`src/rtl/uart_rx_cfg.sv`:
```
// uart_rx_cfg: oversampled UART receiver with configurable parity and stop
// bits, 3-sample majority voting, an input synchroniser and a one-entry
// valid/ready output buffer that flags overruns.
module uart_rx_cfg #(
  parameter int DATA_WIDTH  = 8,
  parameter int PRESCALE_W  = 6,
  parameter int SYNC_STAGES = 2
) (
  input  logic                  CLK,
  input  logic                  RST,
  input  logic                  RX_IN,
  input  logic [PRESCALE_W-1:0] PRESCALE,
  input  logic                  PAR_EN,
  input  logic                  PAR_TYP,
  input  logic                  STOP2,
  input  logic                  RX_READY,
  output logic [DATA_WIDTH-1:0] P_data,
  output logic                  RX_VALID,
  output logic                  par_err,
  output logic                  stp_err,
  output logic                  ovr_err,
  output logic                  busy
);

  typedef enum logic [2:0] {
    IDLE,
    START,
    DATA,
    PARITY,
    STOP
  } state_t;

  localparam logic [PRESCALE_W-1:0] ONE_P    = PRESCALE_W'(1);
  localparam logic [3:0]            LAST_BIT = 4'(DATA_WIDTH - 1);

  state_t                  state_q, state_d;
  logic [SYNC_STAGES-1:0]  sync_q;
  logic                    rx_s;

  logic [PRESCALE_W-1:0]   edge_cnt;
  logic [3:0]              bit_cnt;
  logic [PRESCALE_W-1:0]   presc_q;
  logic                    par_en_q;
  logic                    par_typ_q;
  logic                    stop2_q;
  logic [DATA_WIDTH-1:0]   data_q;
  logic [1:0]              samp_q;
  logic                    par_bad_q;
  logic                    stp_bad_q;

  logic [PRESCALE_W-1:0]   half;
  logic                    is_samp_a;
  logic                    is_samp_b;
  logic                    is_dec;
  logic                    is_wrap;
  logic                    maj;
  logic                    last_stop;
  logic                    frame_done;

  // Sampling points are fixed relative to the captured prescale so a frame
  // keeps its timing even if PRESCALE moves underneath it.
  assign half      = presc_q >> 1;
  assign is_samp_a = (edge_cnt == half - ONE_P);
  assign is_samp_b = (edge_cnt == half);
  assign is_dec    = (edge_cnt == half + ONE_P);
  assign is_wrap   = (edge_cnt == presc_q - ONE_P);

  // Third vote is the live sample at the decision point.
  assign maj = (samp_q[0] & samp_q[1]) | (samp_q[0] & rx_s) | (samp_q[1] & rx_s);

  assign last_stop = stop2_q ? (bit_cnt == 4'd1) : 1'b1;
  assign rx_s      = sync_q[SYNC_STAGES-1];
  assign busy      = (state_q != IDLE);

  // Input synchroniser; resets to the idle line level so reset never looks
  // like a start edge.
  always_ff @(posedge CLK) begin
    // NOTE: sequential state uses non-blocking assignments so every flop
    // samples pre-edge values regardless of statement order.
    if (RST) sync_q <= '1;
    else     sync_q <= {sync_q[SYNC_STAGES-2:0], RX_IN};
  end

  // State register.
  always_ff @(posedge CLK) begin
    if (RST) state_q <= IDLE;
    else     state_q <= state_d;
  end

  // Next-state decode and frame-completion strobe.
  always_comb begin
    // NOTE: defaults first so no path through the case leaves a variable
    // unassigned, which would otherwise infer a latch.
    state_d    = state_q;
    frame_done = 1'b0;
    unique case (state_q)
      IDLE: begin
        if (!rx_s) state_d = START;
      end
      START: begin
        if (is_dec && maj) state_d = IDLE;  // start glitch
        else if (is_wrap)  state_d = DATA;
      end
      DATA: begin
        if (is_wrap && (bit_cnt == LAST_BIT)) state_d = par_en_q ? PARITY : STOP;
      end
      PARITY: begin
        if (is_wrap) state_d = STOP;
      end
      STOP: begin
        // Completing at the decision point lets a start edge that follows
        // the last stop bit's centre be tracked without losing a cycle.
        if (is_dec && last_stop) begin
          frame_done = 1'b1;
          state_d    = IDLE;
        end
      end
      default: state_d = IDLE;
    endcase
  end

  // Edge and bit counters.
  always_ff @(posedge CLK) begin
    if (RST) begin
      edge_cnt <= '0;
      bit_cnt  <= '0;
    end else begin
      if (state_q == IDLE || state_d == IDLE) edge_cnt <= '0;
      else if (is_wrap)                       edge_cnt <= '0;
      else                                    edge_cnt <= edge_cnt + ONE_P;

      if (state_d != state_q)                 bit_cnt <= '0;
      else if (is_wrap && state_q != IDLE)    bit_cnt <= bit_cnt + 4'd1;
    end
  end

  // Per-frame configuration capture, bit sampling and error accumulation.
  always_ff @(posedge CLK) begin
    // NOTE: datapath registers are reset alongside control so reset leaves
    // the block in one fully defined state, not just a defined FSM.
    if (RST) begin
      presc_q   <= '0;
      par_en_q  <= 1'b0;
      par_typ_q <= 1'b0;
      stop2_q   <= 1'b0;
      data_q    <= '0;
      samp_q    <= '0;
      par_bad_q <= 1'b0;
      stp_bad_q <= 1'b0;
    end else begin
      if (state_q == IDLE && !rx_s) begin
        presc_q   <= PRESCALE;
        par_en_q  <= PAR_EN;
        par_typ_q <= PAR_TYP;
        stop2_q   <= STOP2;
        par_bad_q <= 1'b0;
        stp_bad_q <= 1'b0;
      end

      if (state_q != IDLE) begin
        if (is_samp_a) samp_q[0] <= rx_s;
        if (is_samp_b) samp_q[1] <= rx_s;
      end

      if (is_dec) begin
        unique case (state_q)
          // LSB arrives first, so shifting right leaves it in bit 0.
          DATA:    data_q    <= {maj, data_q[DATA_WIDTH-1:1]};
          PARITY:  par_bad_q <= ((^data_q) ^ par_typ_q) != maj;
          STOP:    if (!maj) stp_bad_q <= 1'b1;
          default: ;
        endcase
      end
    end
  end

  // One-entry output buffer: a completing frame loads if the slot is free
  // or being drained this cycle, otherwise it is dropped with ovr_err.
  always_ff @(posedge CLK) begin
    if (RST) begin
      P_data   <= '0;
      RX_VALID <= 1'b0;
      par_err  <= 1'b0;
      stp_err  <= 1'b0;
      ovr_err  <= 1'b0;
    end else begin
      ovr_err <= 1'b0;
      if (frame_done) begin
        if (!RX_VALID || RX_READY) begin
          P_data   <= data_q;
          par_err  <= par_bad_q & par_en_q;
          stp_err  <= stp_bad_q | ~maj;
          RX_VALID <= 1'b1;
        end else begin
          ovr_err  <= 1'b1;
        end
      end else if (RX_VALID && RX_READY) begin
        RX_VALID <= 1'b0;
      end
    end
  end

endmodule

```
`config.mk`:
```
export PLATFORM = sky130hd
export DESIGN_NAME = uart_rx_cfg
export DESIGN_NICKNAME = d
export VERILOG_FILES = /design/src/rtl/uart_rx_cfg.sv
export SDC_FILE = /design/constraint.sdc
export NUM_CORES = 1
export LEC_CHECK = 0
export CAP_MARGIN = 5
export CORE_UTILIZATION = 59
export CTS_BUF_LIST = sky130_fd_sc_hd__clkbuf_4 sky130_fd_sc_hd__clkbuf_8
export DETAILED_ROUTE_END_ITERATION = 6
export PLACE_DENSITY = 0.86
export SLEW_MARGIN = 20
export SYNTH_ARGS = -nofsm -noshare
export SYNTH_HDL_FRONTEND = slang
export SYNTH_SLANG_ARGS = --single-unit
```
`constraint.sdc`:
```
create_clock -name CLK -period 3.63 [get_ports CLK]
set_clock_uncertainty 0.1 [all_clocks]
set_input_delay 0.9075 -clock CLK [delete_from_list [all_inputs] [get_ports CLK]]
set_output_delay 0.9075 -clock CLK [all_outputs]
set_load 0.03 [all_outputs]
```
==> insert_results.sql, run 1 <==
INSERT INTO impl_metrics (metric_group, metric, value, unit) VALUES
('yosys', 'most_area_hungry_cell_type_in_the_yosys_netlist', 'dfxtp_1', ''),
('timing', 'timing.final.max_slew_violations', '0', ''),
('placement', 'dp_hpwl', '3909', 'um'),
('yosys', 'postSynthNetCount', '320', ''),
('yosys', 'postSynthCellCount', '300', ''),
('power', 'total_power', '1023', 'uW'),
('yosys', 'synth_flop_cell', 'dfxtp_1', ''),
('layout', 'layout_cell_share_with_drive_strength_beyond_1', '10.03', '%'),
('timing', 'finalHoldViolCount', '0', ''),
('power', 'pwr_density_cell', '344.7', 'mW/mm2'),
('timing', 'grt_setup_unrepaired', 'false', ''),
('power', 'seq_power_share', '53.0', '%'),
('floorplan', 'floorplan.die.width', '69.10', 'um'),
('worst_setup_path', 'critical_path.reg2reg.endpoint', 'edge_cnt[3]$_SDFF_PP0_', ''),
('detailed_routing', 'detail_route.drc_violations', '0', ''),
('detailed_routing', 'wirelength', '5385', 'um'),
('yosys', 'mappedNetlistArea', '0.002656', 'mm2'),
('grt', 'first_global_vias', '2012', ''),
('detailed_routing', 'viasPerCell', '5.741', ''),
('timing', 'maxSlewHeadroom', '53.97', '%'),
('worst_setup_path', 'setup.worst_path.start_class', 'flip-flop', ''),
('yosys', 'synth_area_per_cell', '8.854', 'um2'),
('timing', 'whs', '327.0', 'ps'),
('clock_network', 'cts_inserted_buffers', '5', ''),
('power', 'switchingPower', '243.8', 'uW'),
('yosys', 'synth.most_common_cell', 'dfxtp_1', ''),
('detailed_routing', 'firstDrtPassIters', '4', ''),
('yosys', 'postSynth.asyncResetShare', '0', '%'),
('worst_hold_path', 'timing.hold.worst_endpoint', 'sync_q[1]$_SDFF_PP1_', ''),
('timing', 'timing.fmax', '327.4', 'MHz'),
('grt', 'antenna_found_initial', '0', ''),
('layout', 'flow.area_growth_from_synthesis', '11.68', '%'),
('floorplan', 'floorplan.initialDensity', '61.01', '%'),
('detailed_routing', 'initial_drt_markers', '182', ''),
('yosys', 'fraction_of_the_yosys_area_taken_by_sequential_cells', '36.18', '%'),
('layout', 'antenna_cells_inserted', '0', ''),
('grt', 'grt_pass1_wl', '9377', 'um'),
('placement', 'finalWeightedCongestion', '0.9378', ''),
('timing', 'setup_viol', '0', ''),
('yosys', 'synth.area.top_cells', 'dfxtp_1 36%, xnor2_1 6.9%, mux2i_1 6.8%, nand2_1 4.5%, xor2_1 4.3%', ''),
('clock_network', 'cts_buffer_depth', '2', ''),
('yosys', 'post-synth-top-area-fraction', '36.18', '%'),
('power', 'comb_power_share', '8.3', '%'),
('layout', 'seqCellArea', '960.9', 'um2'),
('floorplan', 'floorplan.io_pins', '26', ''),
('layout', 'layout.core_utilization', '68.13', '%'),
('clock_network', 'clkSinkCount', '48', ''),
('status', 'run_status', 'completed', ''),
('grt', 'maximum_number_of_pins_on_one_net_before_global_route_repair', '36', ''),
('clock_network', 'cts-hold-fix-buffers', '0', ''),
('timing', 'min_period', '3054', 'ps'),
('clock_network', 'cts.reportedPaths.clkPinSlew', '90', 'ps'),
('placement', 'portBuffers', '25', ''),
('worst_hold_path', 'timing.hold.worst_path_depth', '1', ''),
('layout', 'multi_input_comb_area', '0.001523', 'mm2'),
('worst_setup_path', 'r2r_setup_slack', '820', 'ps'),
('timing', 'measured_slew_at_the_worst_slew_check_pin', '688.0', 'ps'),
('worst_setup_path', 'ff2ff_path_depth', '9', ''),
('power', 'leakage', '0.001007', 'uW'),
('yosys', 'synth_edf_count', '0', ''),
('worst_setup_path', 'worst_ep_arrival_time', '2050', 'ps'),
('yosys', 'post_synth_most_frequent_cells', '48 x dfxtp_1, 32 x nand2_1, 29 x nor2_1', ''),
('floorplan', 'core_area', '0.004354', 'mm2'),
('power', 'vdd_drop_max', '0.4621', 'mV'),
('worst_setup_path', 'cp.required', '2620', 'ps'),
('yosys', 'yosysWarningCount', '0', ''),
('grt', 'overflow', '0', ''),
('clock_network', 'worstSkewPairLatency', '310', 'ps'),
('worst_hold_path', 'min-delay-start', 'sync_q[0]$_SDFF_PP1_', ''),
('worst_setup_path', 'timing.setup.critical_path_class', 'reg2out', ''),
('floorplan', 'core.rowCount', '24', '');
==> cells by family after synthesis <==
family / Yosys count / synth area share (%)
xor+xnor: 34 / 11.21
flops: 48 / 36.18
fa+ha+maj: 7 / 3.297
compound gates: 40 / 10.65
simple gates: 127 / 24.96
buf+inv: 25 / 6.500
mux: 19 / 7.207
==> cell type report <==
type                       instances  area share, %
multi-input combinational        227          51.33
sequential                        48          32.39
timing repair buffer              28          9.194
clock buffer                       5          2.320
tap                               52          2.193
clock inverter                     3          1.561
inverter                           8          1.012
==> sequential cells by signal, indices dropped and copies added, names as in the netlist, 2 cells and up <==
name	count
P_data	8
state_q	3
data_q	8
sync_q	2
samp_q	2
bit_cnt	4
presc_q	6
edge_cnt	6
==> power by group through the flow <==
stage	combinational, uW	sequential (uW)	clock (uW)
2_1_floorplan	64.6	548	0
3_5_place_dp	83.3	554	0
3_3_place_gp	81.3	554	0
5_1_grt	93.8	543	420
4_1_cts	84.1	542	402
6_report	84.6	542	396
==> through the flow <==
| stage | instances | setup slack, ps | area (um2) |
|---|---|---|---|
| finish | 371 | 576.1 | 2967 |
| global route | 371 | 493.5 | 2967 |
| CTS | 371 | 580.3 | 2967 |
| detailed placement | 363 | 796.1 | 2851 |
| global placement | 363 | 916.3 | 2851 |
| floorplan | 300 | 1085 | 2656 |
==> critical path, stage by stage, from the launching register on <==
cell	delay (ps)
dfxtp_1	430
nor3_1	330
clkinv_1	310
clkdlybuf4s50_1	670
==> worst max path at each step <==
stage | startpoint | endpoint | slack (ps) | depth (start not counted)
floorplan | presc_q[2]$_SDFFE_PP0P_ | edge_cnt[2]$_SDFF_PP0_ | 1080 | 10
global placement | presc_q[2]$_SDFFE_PP0P_ | edge_cnt[5]$_SDFF_PP0_ | 920 | 9
detailed placement | presc_q[2]$_SDFFE_PP0P_ | edge_cnt[2]$_SDFF_PP0_ | 800 | 9
CTS | state_q[1]$_SDFF_PP0_ | busy | 580 | 3
global route | state_q[0]$_SDFF_PP0_ | busy | 490 | 3
finish | state_q[0]$_SDFF_PP0_ | busy | 580 | 3
==> cells in the final DEF (no fill, tap or decap), types with 4 or more instances in the layout <==
cell,n
nor2_1,29
nand3_1,9
a21oi_1,13
nand2b_1,5
a211oi_1,4
nor2b_1,7
ha_1,7
mux2i_1,18
inv_1,7
xor2_1,13
nor3_1,17
xnor2_1,21
clkdlybuf4s50_1,25
clkbuf_8,5
dfxtp_1,48
nand2_1,32
==> layer usage <==
metal  wire, um  part of all wire, %  vias to the layer above  global-route usage, %
li1           -                    -                     1072                      -
met1       2496                   46                      995                  32.47
met2       2515                   47                       53                  37.97
met3        265                  4.9                       10                  4.678
met4        108                  2.0                        0                  10.88
met5          0                    0                        -                      0
Power figures use the tool's default switching activity.
==> run 2: changes to the inputs <==
--- a/config.mk
+++ b/config.mk
@@ -6,10 +6,10 @@
 export NUM_CORES = 1
 export LEC_CHECK = 0
 export CAP_MARGIN = 5
-export CORE_UTILIZATION = 59
+export CORE_UTILIZATION = 53
 export CTS_BUF_LIST = sky130_fd_sc_hd__clkbuf_4 sky130_fd_sc_hd__clkbuf_8
 export DETAILED_ROUTE_END_ITERATION = 6
-export PLACE_DENSITY = 0.86
+export PLACE_DENSITY = 0.82
 export SLEW_MARGIN = 20
 export SYNTH_ARGS = -nofsm -noshare
 export SYNTH_HDL_FRONTEND = slang
==> constraint.sdc (replaced) <==
create_clock -name CLK -period 2.54 [get_ports CLK]
set_clock_uncertainty 0.1 [all_clocks]
set_input_delay 0.635 -clock CLK [delete_from_list [all_inputs] [get_ports CLK]]
set_output_delay 0.635 -clock CLK [all_outputs]
set_load 0.03 [all_outputs]
==> run 2 against run 1 <==
The flow now finishes with violations (negative setup slack). Hold slack lost 12 ps. Highest routed layer unchanged. Clock-buffer cell count unchanged. Total power up 50%. Critical path type is now reg2reg.
==> insert_results.sql, run 2 (synthesis results as in run 1) <==
INSERT INTO impl_metrics (metric_group, metric, value, unit) VALUES
('status', 'run_status', 'finished, violations left', ''),
('status', 'violations', 'negative setup slack', ''),
('power', 'pwr_density_cell', '434.8', 'mW/mm2'),
('layout', 'most_common_library_cell_in_the_layout_ignoring_fill_and_taps', 'dfxtp_1', ''),
('timing', 'finalHoldViolCount', '0', ''),
('worst_setup_path', 'timing.setup.critical_path_class', 'reg2reg', ''),
('timing', 'measured_slew_at_the_worst_slew_check_pin', '609.7', 'ps'),
('floorplan', 'floorplan.io_pins', '26', ''),
('layout', 'seqCellArea', '969.7', 'um2'),
('placement', 'finalWeightedCongestion', '0.9687', ''),
('grt', 'busiest_layer_in_global_routing', 'met2', ''),
('clock_network', 'cts.reportedPaths.clkPinSlew', '100', 'ps'),
('floorplan', 'die_h', '72.80', 'um'),
('timing', 'maxSlewHeadroom', '59.06', '%'),
('grt', 'maximum_number_of_pins_on_one_net_before_global_route_repair', '37', ''),
('detailed_routing', 'initial_drt_markers', '248', ''),
('layout', 'layout_cell_share_with_drive_strength_beyond_1', '27.53', '%'),
('layout', 'nNetsFinal', '375', ''),
('worst_setup_path', 'worst_ep_arrival_time', '2730', 'ps'),
('clock_network', 'cts_inserted_buffers', '5', ''),
('floorplan', 'floorplan.initialDensity', '55.50', '%'),
('clock_network', 'tritoncts', 'yes', ''),
('timing', 'final_cycle_utilization_of_the_critical_path', '103.4', '%'),
('power', 'vdd_drop_max', '0.4128', 'mV'),
('layout', 'flow.area_growth_from_synthesis', '33.02', '%'),
('grt', 'grt_pass1_wl', '10830', 'um'),
('worst_setup_path', 'critical_path.reg2reg.startpoint', 'presc_q[1]$_SDFFE_PP0P_', ''),
('grt', 'antenna_found_initial', '0', ''),
('timing', 'grt_setup_unrepaired', 'true', ''),
('grt', 'overflow', '0', ''),
('timing', 'timing.fmax', '380.7', 'MHz'),
('placement', 'dp_hpwl', '4153', 'um'),
('clock_network', 'cts_htree_levels', '2', ''),
('timing', 'min_period', '2627', 'ps'),
('detailed_routing', 'viasPerCell', '5.801', ''),
('worst_setup_path', 'worst-path-max-fanout', '8', ''),
('grt', 'first_global_vias', '2358', ''),
('detailed_routing', 'firstDrtPassIters', '5', ''),
('floorplan', 'core_area', '0.004786', 'mm2'),
('timing', 'post-route-worst-setup-slack', '-86.72', 'ps'),
('worst_setup_path', 'setup.worst_path.start_class', 'flip-flop', ''),
('clock_network', 'cts-hold-fix-buffers', '0', ''),
('grt', 'grt_use_met1', '34.03', '%'),
('timing', 'whs', '314.6', 'ps'),
('worst_hold_path', 'min-delay-start', 'sync_q[0]$_SDFF_PP1_', ''),
('layout', 'layout.core_utilization', '73.83', '%'),
('grt', 'use_met2', '43.20', '%'),
('floorplan', 'die_area', '0.005299', 'mm2'),
('clock_network', 'cts_buffer_depth', '2', ''),
('layout', 'multi_input_comb_area', '0.001765', 'mm2'),
('layout', 'commonest_cells_after_routing_fill_and_taps_aside', '45 x dfxtp_1, 36 x buf_4, 31 x nand2_1', ''),
('grt', 'grt_use_met3', '5.801', '%'),
('timing', 'timing.final.max_slew_violations', '0', ''),
('detailed_routing', 'vias', '2454', ''),
('clock_network', 'clkSinkCount', '48', ''),
('grt', 'globalRouteTotalUtil', '26.56', '%'),
('worst_setup_path', 'cp.required', '2650', 'ps'),
('timing', 'fin_setup_tns', '-760.8', 'ps'),
('worst_setup_path', 'launching_element_of_the_worst_setup_path', 'presc_q[1]$_SDFFE_PP0P_', ''),
('worst_setup_path', 'end_kind', 'flip-flop', ''),
('detailed_routing', 'wl_per_cell', '17.72', 'um'),
('layout', 'antenna_cells_inserted', '0', ''),
('clock_network', 'worstSkewPairLatency', '320', 'ps'),
('flow_run', 'cap_viol_max_count', '0', ''),
('detailed_routing', 'drtAntennaViolNets', '0', ''),
('worst_hold_path', 'hold_class', 'reg2reg', ''),
('detailed_routing', 'wirelength', '7496', 'um'),
('floorplan', 'core.rowCount', '25', ''),
('floorplan', 'floorplan.die.width', '72.80', 'um'),
('clock_network', 'clock_tree.root_cell', 'clkbuf_8', ''),
('placement', 'portBuffers', '25', ''),
('placement', 'dp_worst_setup_slack', '-110.5', 'ps'),
('detailed_routing', 'detail_route.drc_violations', '0', ''),
('layout', 'reg_top3', 'P_data: 8 flops, data_q: 8 flops', ''),
('layout', 'num-fill-cells', '287', ''),
('power', 'leakage', '0.001267', 'uW'),
('timing', 'setup_viol', '17', '');
-- run 2: worst paths after layout --
kind / slack [ps] / endpoint / depth (start not counted)
max reg2reg: -90 / data_q[6]$_SDFFE_PP0P_ / 10
min reg2reg: 310 / sync_q[1]$_SDFF_PP1_ / 1
min: 310 / sync_q[1]$_SDFF_PP1_ / 1
max: -90 / data_q[6]$_SDFFE_PP0P_ / 10
-- run 2: critical path, cell delays in order, from the launching register on --
cell     delay, ps
dfxtp_4        380
ha_4           140
or2b_4         270
buf_4          140
nor3_2         170
a31oi_2         80
or4_4          500
nor3b_4        240
buf_6          190
mux2i_1        210
nor2_1          80
-- run 2: report_power, final --
part	total, uW	switching [uW]	internal, uW
registers	768	8.99	759
clock network	576	280	297
logic	192	97.0	95.1
total	1540	386	1150
-- run 2: layout make-up --
| class | instances | share of cell area, % |
|---|---|---|
| clock buffer | 5 | 1.948 |
| clock inverter | 3 | 1.346 |
| inverter | 8 | 0.8499 |
| multi-input combinational | 227 | 49.96 |
| sequential | 48 | 27.44 |
| tap | 67 | 2.373 |
| timing repair buffer | 65 | 16.08 |
-- run 2: per-stage QoR --
stage          area (um2)  total power, uW  cells
2_1_floorplan        2659            875.7    300
3_3_place_gp         3088            928.7    407
3_5_place_dp         3088            931.8    407
4_1_cts              3344             1506    418
5_1_grt              3533             1577    423
6_report             3533             1536    423
-- run 2: repair_timing --
item | in CTS | in global routing
endpoints found under the setup margin | 24 | 29
pin swaps | 12 | 20
cloned | 0 | 0
gates resized for setup | 22 | 29
buffers inserted | 3 | 6
-- run 2: metal layers --
layer / share of wire, % / routed length, um
met3: 6.6 / 497
met5: 0 / 0
met4: 4.5 / 340
met1: 41 / 3075
met2: 48 / 3582
==> RTL change (settings of run 1) <==
The 5 states of `state_t` get a one-hot encoding in 5 bits.
--- a/src/rtl/uart_rx_cfg.sv
+++ b/src/rtl/uart_rx_cfg.sv
@@ -22,12 +22,12 @@
   output logic                  busy
 );
 
-  typedef enum logic [2:0] {
-    IDLE,
-    START,
-    DATA,
-    PARITY,
-    STOP
+  typedef enum logic [4:0] {
+    IDLE   = 5'b00001,
+    START  = 5'b00010,
+    DATA   = 5'b00100,
+    PARITY = 5'b01000,
+    STOP   = 5'b10000
   } state_t;
 
   localparam logic [PRESCALE_W-1:0] ONE_P    = PRESCALE_W'(1);
Function: same outputs for any inputs over 10 cycles, from zero or initial values and one cycle with RST high; not proved beyond that.
==> RTL change against run 1 <==
  * The flow now finishes with violations (DRC)
  * Design area increased by 3.8%
  * Routed wire length increased by 6.7%
  * Sequential cell count increased by 2
  * Clock power decreased by 14%
  * Synthesized area increased by 4.1%
  * Non-clock buffer count unchanged
  * Power decreased by 3.7%
  * Setup slack got worse by 0.31 ns
  * Largest power group unchanged
  * Highest routed layer unchanged
==> RTL change: results (changes against run 1) <==
.. list-table::
   :header-rows: 1

   * - Metric
     - Value
   * - Run status
     - complete, but fails checks
   * - Violations in the final reports
     - DRC
   * - Worst path arrival time
     - 2.35 ns (+0.30 ns)
   * - Post-detailed-route DRC marker count
     - 4 (+4)
   * - Top FF cell, synth
     - sky130_fd_sc_hd__dfxtp_1
   * - Number of vias in the routed layout
     - 2330 (+9.4%)
   * - Clock network power
     - 339 uW (-14%)
   * - Post-synthesis xor/xnor area fraction
     - 10.9% (-0.27 points)
   * - GRT met3 Usage
     - 4.62% (-0.061 points)
   * - Power density cells
     - 320 nW/um2 (-7.3%)
   * - Total number of nets in the final design
     - 358 (+5.9%)
   * - HPWL after detailed placement
     - 4120 um (+5.4%)
   * - Compound-gate portion of the synthesized area
     - 12.0% (+1.4 points)
   * - Global-route wire length before repair
     - 9650 um (+2.9%)
   * - Max transition margin
     - 50.9% (-3.0 points)
   * - Largest stage delay, worst path
     - 0.64 ns (-0.03 ns)
   * - Met1 WL
     - 2540 um (+1.6%)
   * - Post-layout instance count excluding filler cells
     - 391 (+5.4%)
   * - Met2 Routed Length
     - 2740 um (+8.9%)
   * - Global-route total usage across every layer
     - 24.6% (+0.30 points)
   * - Top area cells in the synthesized netlist
     - sky130_fd_sc_hd__dfxtp_1, sky130_fd_sc_hd__mux2i_1, sky130_fd_sc_hd__nor2_1
   * - Via count of the first global-routing pass
     - 2044 (+1.6%)
   * - Area share of fa/ha/maj cells after synthesis
     - 3.53% (+0.23 points)
   * - Maximum number of pins on one net before global-route repair
     - 28 (-22%)
   * - Placed Area
     - 2990 um2 (+4.7%)
   * - Synth cell types
     - 52 (-1.9%)
   * - RD Place Congestion
     - 0.911 (-2.9%)
   * - Multiplexer area fraction after synthesis
     - 6.92% (-0.29 points)
   * - Placed cell count
     - 383 (+5.5%)
   * - Post-synth ARST share
     - 0% (unchanged)
   * - Worst supply voltage drop on vdd
     - 265 uV (-43%)
   * - Initial detailed-routing violation count
     - 195 (+7.1%)
   * - Leak Pwr
     - 0.00106 uW (+5.2%)
   * - Pre-CTS worst setup slack
     - 0.605 ns (-0.191 ns)
   * - Net count of the mapped netlist
     - 343 (+7.2%)
   * - Proportion of synthesized chip area in sequential cells
     - 36.2% (about the same)
   * - Number of instances in the synthesized netlist
     - 323 (+7.7%)
   * - Average detailed-routed wire length per instance
     - 14.7 um (+1.2%)
   * - Number of optimization iterations in the first detailed-route pass
     - 7 (+3)
   * - Met2 layer usage reported by global route
     - 41.2% (+3.2 points)
   * - M1 GR Usage
     - 32.1% (-0.37 points)
   * - Top post-synthesis cells by count
     - sky130_fd_sc_hd__dfxtp_1, sky130_fd_sc_hd__nor2_1, sky130_fd_sc_hd__nand2_1
   * - Total met3 wirelength after detailed routing
     - 393 um (+48%)
   * - Maximum fanout along the worst path
     - 12 (+1)
   * - Net switching power figure
     - 250 uW (+2.7%)
   * - Fill cells
     - 345 (+3.3%)
[RTL change: cell count changes after synthesis, sizes merged, moves of 3 or more]
cell / run 1 / this run
nor2: 29 / 48
clkbuf: 12 / 5
a21oi: 13 / 18
a211oi: 4 / 1
nor2b: 7 / 3
o21ai: 4 / 7
nor3: 19 / 9
nand2: 32 / 27
nor3b: 3 / 6
or3: 1 / 8
buf: 5 / 15
o31ai: 1 / 4
[RTL change: final timing paths]
path,startpoint,end,slack [ns],depth (start not counted)
min reg2reg,sync_q[0],sync_q[1],0.31,1
max reg2reg,presc_q[2],bit_cnt[3],0.58,9
max,state_q[3],busy,0.27,4
min,sync_q[0],sync_q[1],0.31,1
[RTL change: final cells by class]
class                           instances  area (um2)  area share (%)
Sequential cell                        50        1000            32.5
Multi-Input combinational cell        244        1610            52.4
Tap cell                               52        65.1            2.11
Clock buffer                            5        68.8            2.23
Clock inverter                          3        26.3           0.853
Timing Repair Buffer                   28         273            8.85
Inverter                                9        33.8            1.10
